## src/rtl/wb_stream_pkg.sv

```systemverilog
`default_nettype none
// ============================================================================
// Module      : wb_stream_pkg
// Description : Wishbone CTI/BTE encodings and FIFO sizing helpers shared by
//               the stream reader controller and its FIFO.
// Revision    : 1.0 - initial release
// ============================================================================
package wb_stream_pkg;

    // Wishbone B4 cycle type identifiers
    localparam logic [2:0] CTI_CLASSIC = 3'b000;
    localparam logic [2:0] CTI_CONST   = 3'b001;
    localparam logic [2:0] CTI_INCR    = 3'b010;
    localparam logic [2:0] CTI_EOB     = 3'b111;

    // Wishbone B4 burst type extensions
    typedef enum logic [1:0] {
        BTE_LINEAR = 2'b00,
        BTE_WRAP4  = 2'b01,
        BTE_WRAP8  = 2'b10,
        BTE_WRAP16 = 2'b11
    } wb_bte_e;

    localparam int FIFO_AW_DEFAULT = 4;

    function automatic int fifo_depth(input int aw);
        return 1 << aw;
    endfunction

    // One extra bit so a completely full FIFO is representable.
    function automatic int fifo_cnt_width(input int aw);
        return aw + 1;
    endfunction

endpackage
`default_nettype wire

```

## src/rtl/wb_stream_fifo_ram.sv

```systemverilog
`default_nettype none
// ============================================================================
// Module      : wb_stream_fifo_ram
// Description : DEPTH x DW storage, one synchronous write port, one
//               asynchronous read port, no reset.
// Revision    : 1.0 - initial release
// ============================================================================
module wb_stream_fifo_ram #(
    parameter int DW = 32,
    parameter int AW = 4
) (
    input  logic          clk_i,
    input  logic          we_i,
    input  logic [AW-1:0] waddr_i,
    input  logic [DW-1:0] wdata_i,
    input  logic [AW-1:0] raddr_i,
    output logic [DW-1:0] rdata_o
);

    logic [DW-1:0] mem_q [2**AW];

    always_ff @(posedge clk_i) begin
        if (we_i) begin
            mem_q[waddr_i] <= wdata_i;
        end
    end

    assign rdata_o = mem_q[raddr_i];

endmodule
`default_nettype wire

```

## src/rtl/wb_stream_reader_fifo.sv

```systemverilog
`default_nettype none
// ============================================================================
// Module      : wb_stream_reader_fifo
// Description : First-word fall-through stream FIFO with sticky underflow flag
//               and optional stale-data timeout (WB_STREAM_FIFO_TIMEOUT_EN).
// Revision    : 1.0 - initial release
// ============================================================================
module wb_stream_reader_fifo
    import wb_stream_pkg::*;
#(
    parameter int WB_DW       = 32,
    parameter int FIFO_AW     = 4,
    parameter int TIMEOUT_CYC = 256
) (
    input  logic                 wb_clk_i,
    input  logic                 wb_rst_ni,
    input  logic [WB_DW-1:0]     stream_s_data_i,
    input  logic                 stream_s_valid_i,
    output logic                 stream_s_ready_o,
    output logic [WB_DW-1:0]     fifo_d,
    input  logic                 fifo_rd,
    output logic [FIFO_AW:0]     fifo_cnt,
    input  logic                 clear_i,
    output logic                 rd_err_o,
    output logic                 fifo_timeout_o
);

    localparam int DEPTH = fifo_depth(FIFO_AW);
    localparam int CW    = fifo_cnt_width(FIFO_AW);

    generate
        if (FIFO_AW < 1) begin : g_bad_aw
            $error("wb_stream_reader_fifo: FIFO_AW must be at least 1");
        end
    endgenerate

    logic [FIFO_AW-1:0] wr_ptr_q, wr_ptr_d;
    logic [FIFO_AW-1:0] rd_ptr_q, rd_ptr_d;
    logic [CW-1:0]      cnt_q,    cnt_d;
    logic               rd_err_q, rd_err_d;

    logic wr_en;
    logic rd_en;
    logic rd_empty;

    assign stream_s_ready_o = (cnt_q < CW'(DEPTH));
    assign wr_en            = stream_s_valid_i & stream_s_ready_o;
    assign rd_en            = fifo_rd & (cnt_q != '0);
    assign rd_empty         = fifo_rd & (cnt_q == '0);

    always_comb begin
        wr_ptr_d = wr_ptr_q;
        rd_ptr_d = rd_ptr_q;
        cnt_d    = cnt_q;
        rd_err_d = rd_err_q;
        if (clear_i) begin
            wr_ptr_d = '0;
            rd_ptr_d = '0;
            cnt_d    = '0;
            rd_err_d = 1'b0;
        end else begin
            if (wr_en) begin
                wr_ptr_d = wr_ptr_q + FIFO_AW'(1);
            end
            if (rd_en) begin
                rd_ptr_d = rd_ptr_q + FIFO_AW'(1);
            end
            if (wr_en && !rd_en) begin
                cnt_d = cnt_q + CW'(1);
            end else if (rd_en && !wr_en) begin
                cnt_d = cnt_q - CW'(1);
            end
            if (rd_empty) begin
                rd_err_d = 1'b1;
            end
        end
    end

    always_ff @(posedge wb_clk_i or negedge wb_rst_ni) begin
        if (!wb_rst_ni) begin
            wr_ptr_q <= '0;
            rd_ptr_q <= '0;
            cnt_q    <= '0;
            rd_err_q <= 1'b0;
        end else begin
            wr_ptr_q <= wr_ptr_d;
            rd_ptr_q <= rd_ptr_d;
            cnt_q    <= cnt_d;
            rd_err_q <= rd_err_d;
        end
    end

    // A write coinciding with a flush is dropped, so keep it out of memory too.
    wb_stream_fifo_ram #(
        .DW (WB_DW),
        .AW (FIFO_AW)
    ) u_ram (
        .clk_i   (wb_clk_i),
        .we_i    (wr_en & ~clear_i),
        .waddr_i (wr_ptr_q),
        .wdata_i (stream_s_data_i),
        .raddr_i (rd_ptr_q),
        .rdata_o (fifo_d)
    );

    assign fifo_cnt = cnt_q;
    assign rd_err_o = rd_err_q;

`ifdef WB_STREAM_FIFO_TIMEOUT_EN
    localparam int TW = $clog2(TIMEOUT_CYC + 1);
    localparam logic [TW-1:0] TMAX = TW'(TIMEOUT_CYC - 1);

    logic [TW-1:0] tmo_cnt_q, tmo_cnt_d;

    always_comb begin
        tmo_cnt_d = tmo_cnt_q;
        if (wr_en || rd_en || clear_i || (cnt_q == '0)) begin
            tmo_cnt_d = '0;
        end else if (tmo_cnt_q != TMAX) begin
            tmo_cnt_d = tmo_cnt_q + TW'(1);
        end
    end

    always_ff @(posedge wb_clk_i or negedge wb_rst_ni) begin
        if (!wb_rst_ni) begin
            tmo_cnt_q <= '0;
        end else begin
            tmo_cnt_q <= tmo_cnt_d;
        end
    end

    assign fifo_timeout_o = (tmo_cnt_q == TMAX) && (cnt_q != '0);
`else
    assign fifo_timeout_o = 1'b0;
`endif

endmodule
`default_nettype wire

```

## config.mk

```make
export PLATFORM = sky130hd
export DESIGN_NAME = wb_stream_reader_fifo
export DESIGN_NICKNAME = d
export VERILOG_FILES = /design/src/rtl/wb_stream_pkg.sv /design/src/rtl/wb_stream_fifo_ram.sv /design/src/rtl/wb_stream_reader_fifo.sv
export SDC_FILE = /design/constraint.sdc
export NUM_CORES = 1
export LEC_CHECK = 0
export BUFFER_PORTS_ARGS = -buffer_cell sky130_fd_sc_hd__buf_2
export CAP_MARGIN = 15
export CORE_UTILIZATION = 35
export CTS_BUF_LIST = sky130_fd_sc_hd__clkbuf_16
export CTS_CLUSTER_DIAMETER = 40
export CTS_CLUSTER_SIZE = 24
export DETAILED_ROUTE_END_ITERATION = 12
export GPL_TIMING_DRIVEN = 0
export PLACE_DENSITY = 0.59
export SLEW_MARGIN = 20
export SYNTH_ARGS = -nofsm -noshare
export SYNTH_HDL_FRONTEND = slang
export SYNTH_HIERARCHICAL = 1
export SYNTH_SLANG_ARGS = --single-unit
```

## constraint.sdc

```tcl
create_clock -name wb_clk_i -period 5.6 [get_ports wb_clk_i]
set_input_delay 0.56 -clock wb_clk_i [delete_from_list [all_inputs] [get_ports wb_clk_i]]
set_output_delay 0.56 -clock wb_clk_i [all_outputs]
set_load 0.01 [all_outputs]
```

==> results list <==
- The run finished with clean final reports.
* Post-route clock period utilization: 65.2%
* Number of H-tree levels: 2
- # nets final: 1101
- Number of gates resized after CTS: 0
- Clock latency on the worst-skew pair: 0.61 ns
- Among the stages of the critical path, the cell type that occurs most often is sky130_fd_sc_hd__buf_2.
- Per-cell routed wire length: 23.4 microns
* Top flip-flop cell by instance count after synthesis: sky130_fd_sc_hd__edfxtp_1
- Overall fraction of global-route tracks in use: 15.3%
* Number of port buffers: 75
- Setup repair after global routing left no endpoint under its margin.
- The first detailed-routing pass took 5 iterations.
- Cells with a size suffix above 1 make up 33.6% of the layout.
* Average cell area after synthesis: 22.6 sq um
- Max-slew violation total from the final report: 0
* Maximum Capacitance Violations: 0
- The worst setup path is captured at an output pin.
* Post-synthesis cell type count: 37
- Remaining antenna violation count after routing: 0
* Number of DRC violations after detailed routing: 0
- Initial antenna violation count: 1
* Routability cong.: 0.708
- Area of the core region: 56500 sq um
* Dpl hpwl: 28000 microns
* Initial cell density of the core: 35.4%
* Aggregate global routing overflow: 0
- The finished cells cover 24000 sq um.
* Capture endpoint of the worst hold path: fifo_cnt[2]
- Post-CTS Setup Inserts: 0
- Via Count: 9548
- Minimum hold slack: 0.171 ns
- The initialized floorplan defines 87 standard-cell rows.
* Placed Instance Area: 21900 sq um
- In the final timing run, aggregate negative setup slack is 0 ns.
- The worst setup path is of the register to output pin kind.
- Clock-pin slew was measured on the worst setup and hold paths at 0.06 ns.
* CP Max Fanout: 10
- Traced cell by cell, the critical path runs through buf_2 -> buf_1 -> mux4_2 -> a22oi_1 -> nand2_1 -> buf_2.
* Maximum number of pins on one net before global-route repair: 20
- For this run, the number of standard cells in the final layout without fillers is 1860.
- Compared with the post-synthesis result, the final layout area differs by 20.0%.
- Hold path startpoint: clear_i
- Using the TritonRoute via totals, the vias-per-cell ratio works out to 5.13.
* Overall die width: 241 microns
- Of all flip-flops after synthesis, the portion carrying an async set or reset was 2.66%.
- Final hold violation count: 0
- Counting instances, the worst hold path has a depth of 2.
* LEAKAGE: 7.63 nW
* Inserted Diodes: 0
* Routed wire length: 43500 microns
* Count of mapped cells out of synthesis: 888
- The longest clock path from root to sink contains 3 buffers.
* Top achievable clock speed: 274 MHz
- I/O pin cnt: 77
- EDFF count, synth: 512
* Post-CTS Hold Buffers: 1
* Sequential element share of the synthesized area: 78.5%
- Setup violations remaining at the end of the flow were counted as 0.
- Critical Path AT: 3.09 ns
* Total number of clock tree sinks: 526
- The first global-routing pass estimated 64700 microns of wire.
- VDD sags by at most 0.000239 V.
- STA classifies the critical path startpoint as a register.
* Placed insts: 1751
- At the placement stage, the worst setup path has a slack of 2.27 ns.
* Yosys warning count: 6
- Number of design-rule violations left by the first detailed-router iteration: 742
- In this run the tightest slew margin relative to its limit is 38.1%.
- The filler cells instantiated in the layout total 4807.
* Hold Path Class: input port to register
- The die covers 58200 sq um.
- Critical-path cell with the highest stage delay: sky130_fd_sc_hd__buf_1
- Critical register-to-register path startpoint: fifo_cnt[4]
- For the final database, setup skew stands at 0.0188 ns.
- For the finished layout, the period the worst path requires is 3.65 ns.
- Total nets after synthesis: 932
* Via count of the first global-routing pass: 10100
- Synthesis inferred 526 register bits.
- Worst R2R Path Depth: 7
- Mapped cell area: 20000 sq um
- TritonCTS built the clock tree.
- From bottom edge to top edge, the die measures 241 microns.
- Number of clock buffers inserted by TritonCTS: 59
- For the pin with the worst max-slew slack, the measured transition is 0.928 ns.
* Worst-case register-to-register setup slack: 2.49 ns
- Post-layout worst setup margin: 1.95 ns
* Required time of the worst setup path: 5.04 ns
- In this run the clock root is driven by a sky130_fd_sc_hd__clkbuf_16.
* Launch point of the worst path: rd_ptr_q[1]
* CP peak stage delay: 0.74 ns
- Power Dens Cells: 437 nW/um^2
- In this run the critical register-to-register path is captured at u_ram/mem_q[0][19].
## critical path: cells and delay by family, from the launching register on
| kind | cells | cell delay, ns |
|---|---|---|
| DFF | 1 | 0.42 |
| AOI/OAI and AO/OA | 1 | 0.19 |
| muxes | 1 | 0.42 |
| and+or+nand+nor | 1 | 0.17 |
| buffers and inverters | 3 | 1.29 |
## cells in the mapped netlist, types with 5 or more instances
| cell type | instances | area share [%] |
|---|---|---|
| sky130_fd_sc_hd__a22oi_1 | 64 | 2.4 |
| sky130_fd_sc_hd__buf_1 | 9 | 0.17 |
| sky130_fd_sc_hd__buf_4 | 12 | 0.45 |
| sky130_fd_sc_hd__clkbuf_1 | 19 | 0.36 |
| sky130_fd_sc_hd__dfrtp_1 | 14 | 1.7 |
| sky130_fd_sc_hd__edfxtp_1 | 512 | 77 |
| sky130_fd_sc_hd__ha_1 | 6 | 0.37 |
| sky130_fd_sc_hd__mux4_2 | 128 | 14 |
| sky130_fd_sc_hd__nand2_1 | 36 | 0.67 |
| sky130_fd_sc_hd__nor2_1 | 26 | 0.49 |
| sky130_fd_sc_hd__nor3_1 | 5 | 0.12 |
## worst max-delay path by stage
stage,to,slack [ns],cells past startpoint
after global placement,u_ram/mem_q[0][13],-1.30,6
after detailed placement,u_ram/mem_q[0][19],2.27,8
final,fifo_d[27],1.95,6
after global routing,fifo_d[27],1.76,6
after CTS,fifo_d[31],1.91,6
after floorplan,u_ram/mem_q[0][0],1.33,5
## area by class of cell
cell class	instances	area, sq um	share of cell area, %
clock inverters	47	571	2.37
repair buffers	108	855	3.56
well taps	756	946	3.94
plain buffers	46	238	0.989
multi-input cells	313	4160	17.3
clock buffers	61	1530	6.35
flip-flops and latches	526	15700	65.4
inverters	3	11.3	0.0469
## cells by family (layout without fill, tap and decap cells)
logic type / after synthesis / in the layout / share of synthesized area, %
buffers and inverters: 49 / 265 / 1.24
xor gates and xnor gates: 7 / 7 / 0.306
other: 1 / 1 / 0.0187
muxes: 131 / 131 / 14.5
and+or+nand+nor: 88 / 88 / 1.97
adders and majority gates: 7 / 7 / 0.475
AOI/OAI and AO/OA: 79 / 79 / 2.92
DFF: 526 / 526 / 78.5
## routing by layer
metal	global-route usage (%)	wire (microns)	vias up
met2	24.8	21400	251
met3	3.17	2440	59
met1	20.9	18900	5115
met5	0	11	-
met4	4.56	790	2
li1	-	-	4121
## cells in the final DEF (no fill, tap or decap), types with 3 or more instances in the layout
cell type / count
sky130_fd_sc_hd__edfxtp_1: 512
sky130_fd_sc_hd__mux4_2: 128
sky130_fd_sc_hd__buf_2: 79
sky130_fd_sc_hd__a22oi_1: 64
sky130_fd_sc_hd__clkbuf_16: 61
sky130_fd_sc_hd__nand2_1: 36
sky130_fd_sc_hd__buf_4: 26
sky130_fd_sc_hd__clkbuf_1: 19
sky130_fd_sc_hd__nor2_1: 14
sky130_fd_sc_hd__dfrtp_1: 14
sky130_fd_sc_hd__nor2_4: 12
sky130_fd_sc_hd__bufinv_16: 10
sky130_fd_sc_hd__clkinv_4: 10
sky130_fd_sc_hd__buf_1: 9
sky130_fd_sc_hd__inv_6: 8
sky130_fd_sc_hd__ha_1: 6
sky130_fd_sc_hd__clkinv_1: 6
sky130_fd_sc_hd__clkinvlp_4: 6
sky130_fd_sc_hd__buf_16: 6
sky130_fd_sc_hd__buf_12: 6
sky130_fd_sc_hd__inv_1: 5
sky130_fd_sc_hd__buf_6: 5
sky130_fd_sc_hd__nor2b_1: 4
sky130_fd_sc_hd__a21oi_1: 4
sky130_fd_sc_hd__nand3_1: 4
sky130_fd_sc_hd__o21a_1: 4
sky130_fd_sc_hd__xor2_1: 4
sky130_fd_sc_hd__nor3_2: 4
sky130_fd_sc_hd__and2_1: 3
sky130_fd_sc_hd__xnor2_1: 3
sky130_fd_sc_hd__mux2i_1: 3
sky130_fd_sc_hd__clkinv_2: 3
sky130_fd_sc_hd__buf_8: 3
## flip-flops by register name (all words and copies together), names as in the netlist
| name | flops |
|---|---|
| fifo_cnt | 5 |
| wr_ptr_q | 4 |
| rd_err_o | 1 |
| rd_ptr_q | 4 |
| u_ram/mem_q | 512 |
## stage by stage
step                      total power, mW  util [%]
after global routing                 10.9      42.5
after global placement               6.53      37.8
after CTS                            10.7      42.5
after detailed placement             6.57      38.8
final                                10.5      42.5
after floorplan                      5.94         -
## power by group
group | total [mW] | switching (mW) | internal [mW]
logic | 1.99 | 1.02 | 0.970
clock network | 4.06 | 1.60 | 2.47
registers | 4.46 | 0.0625 | 4.40
total | 10.5 | 2.68 | 7.83
No activity file was read; power rests on OpenSTA's default activity.
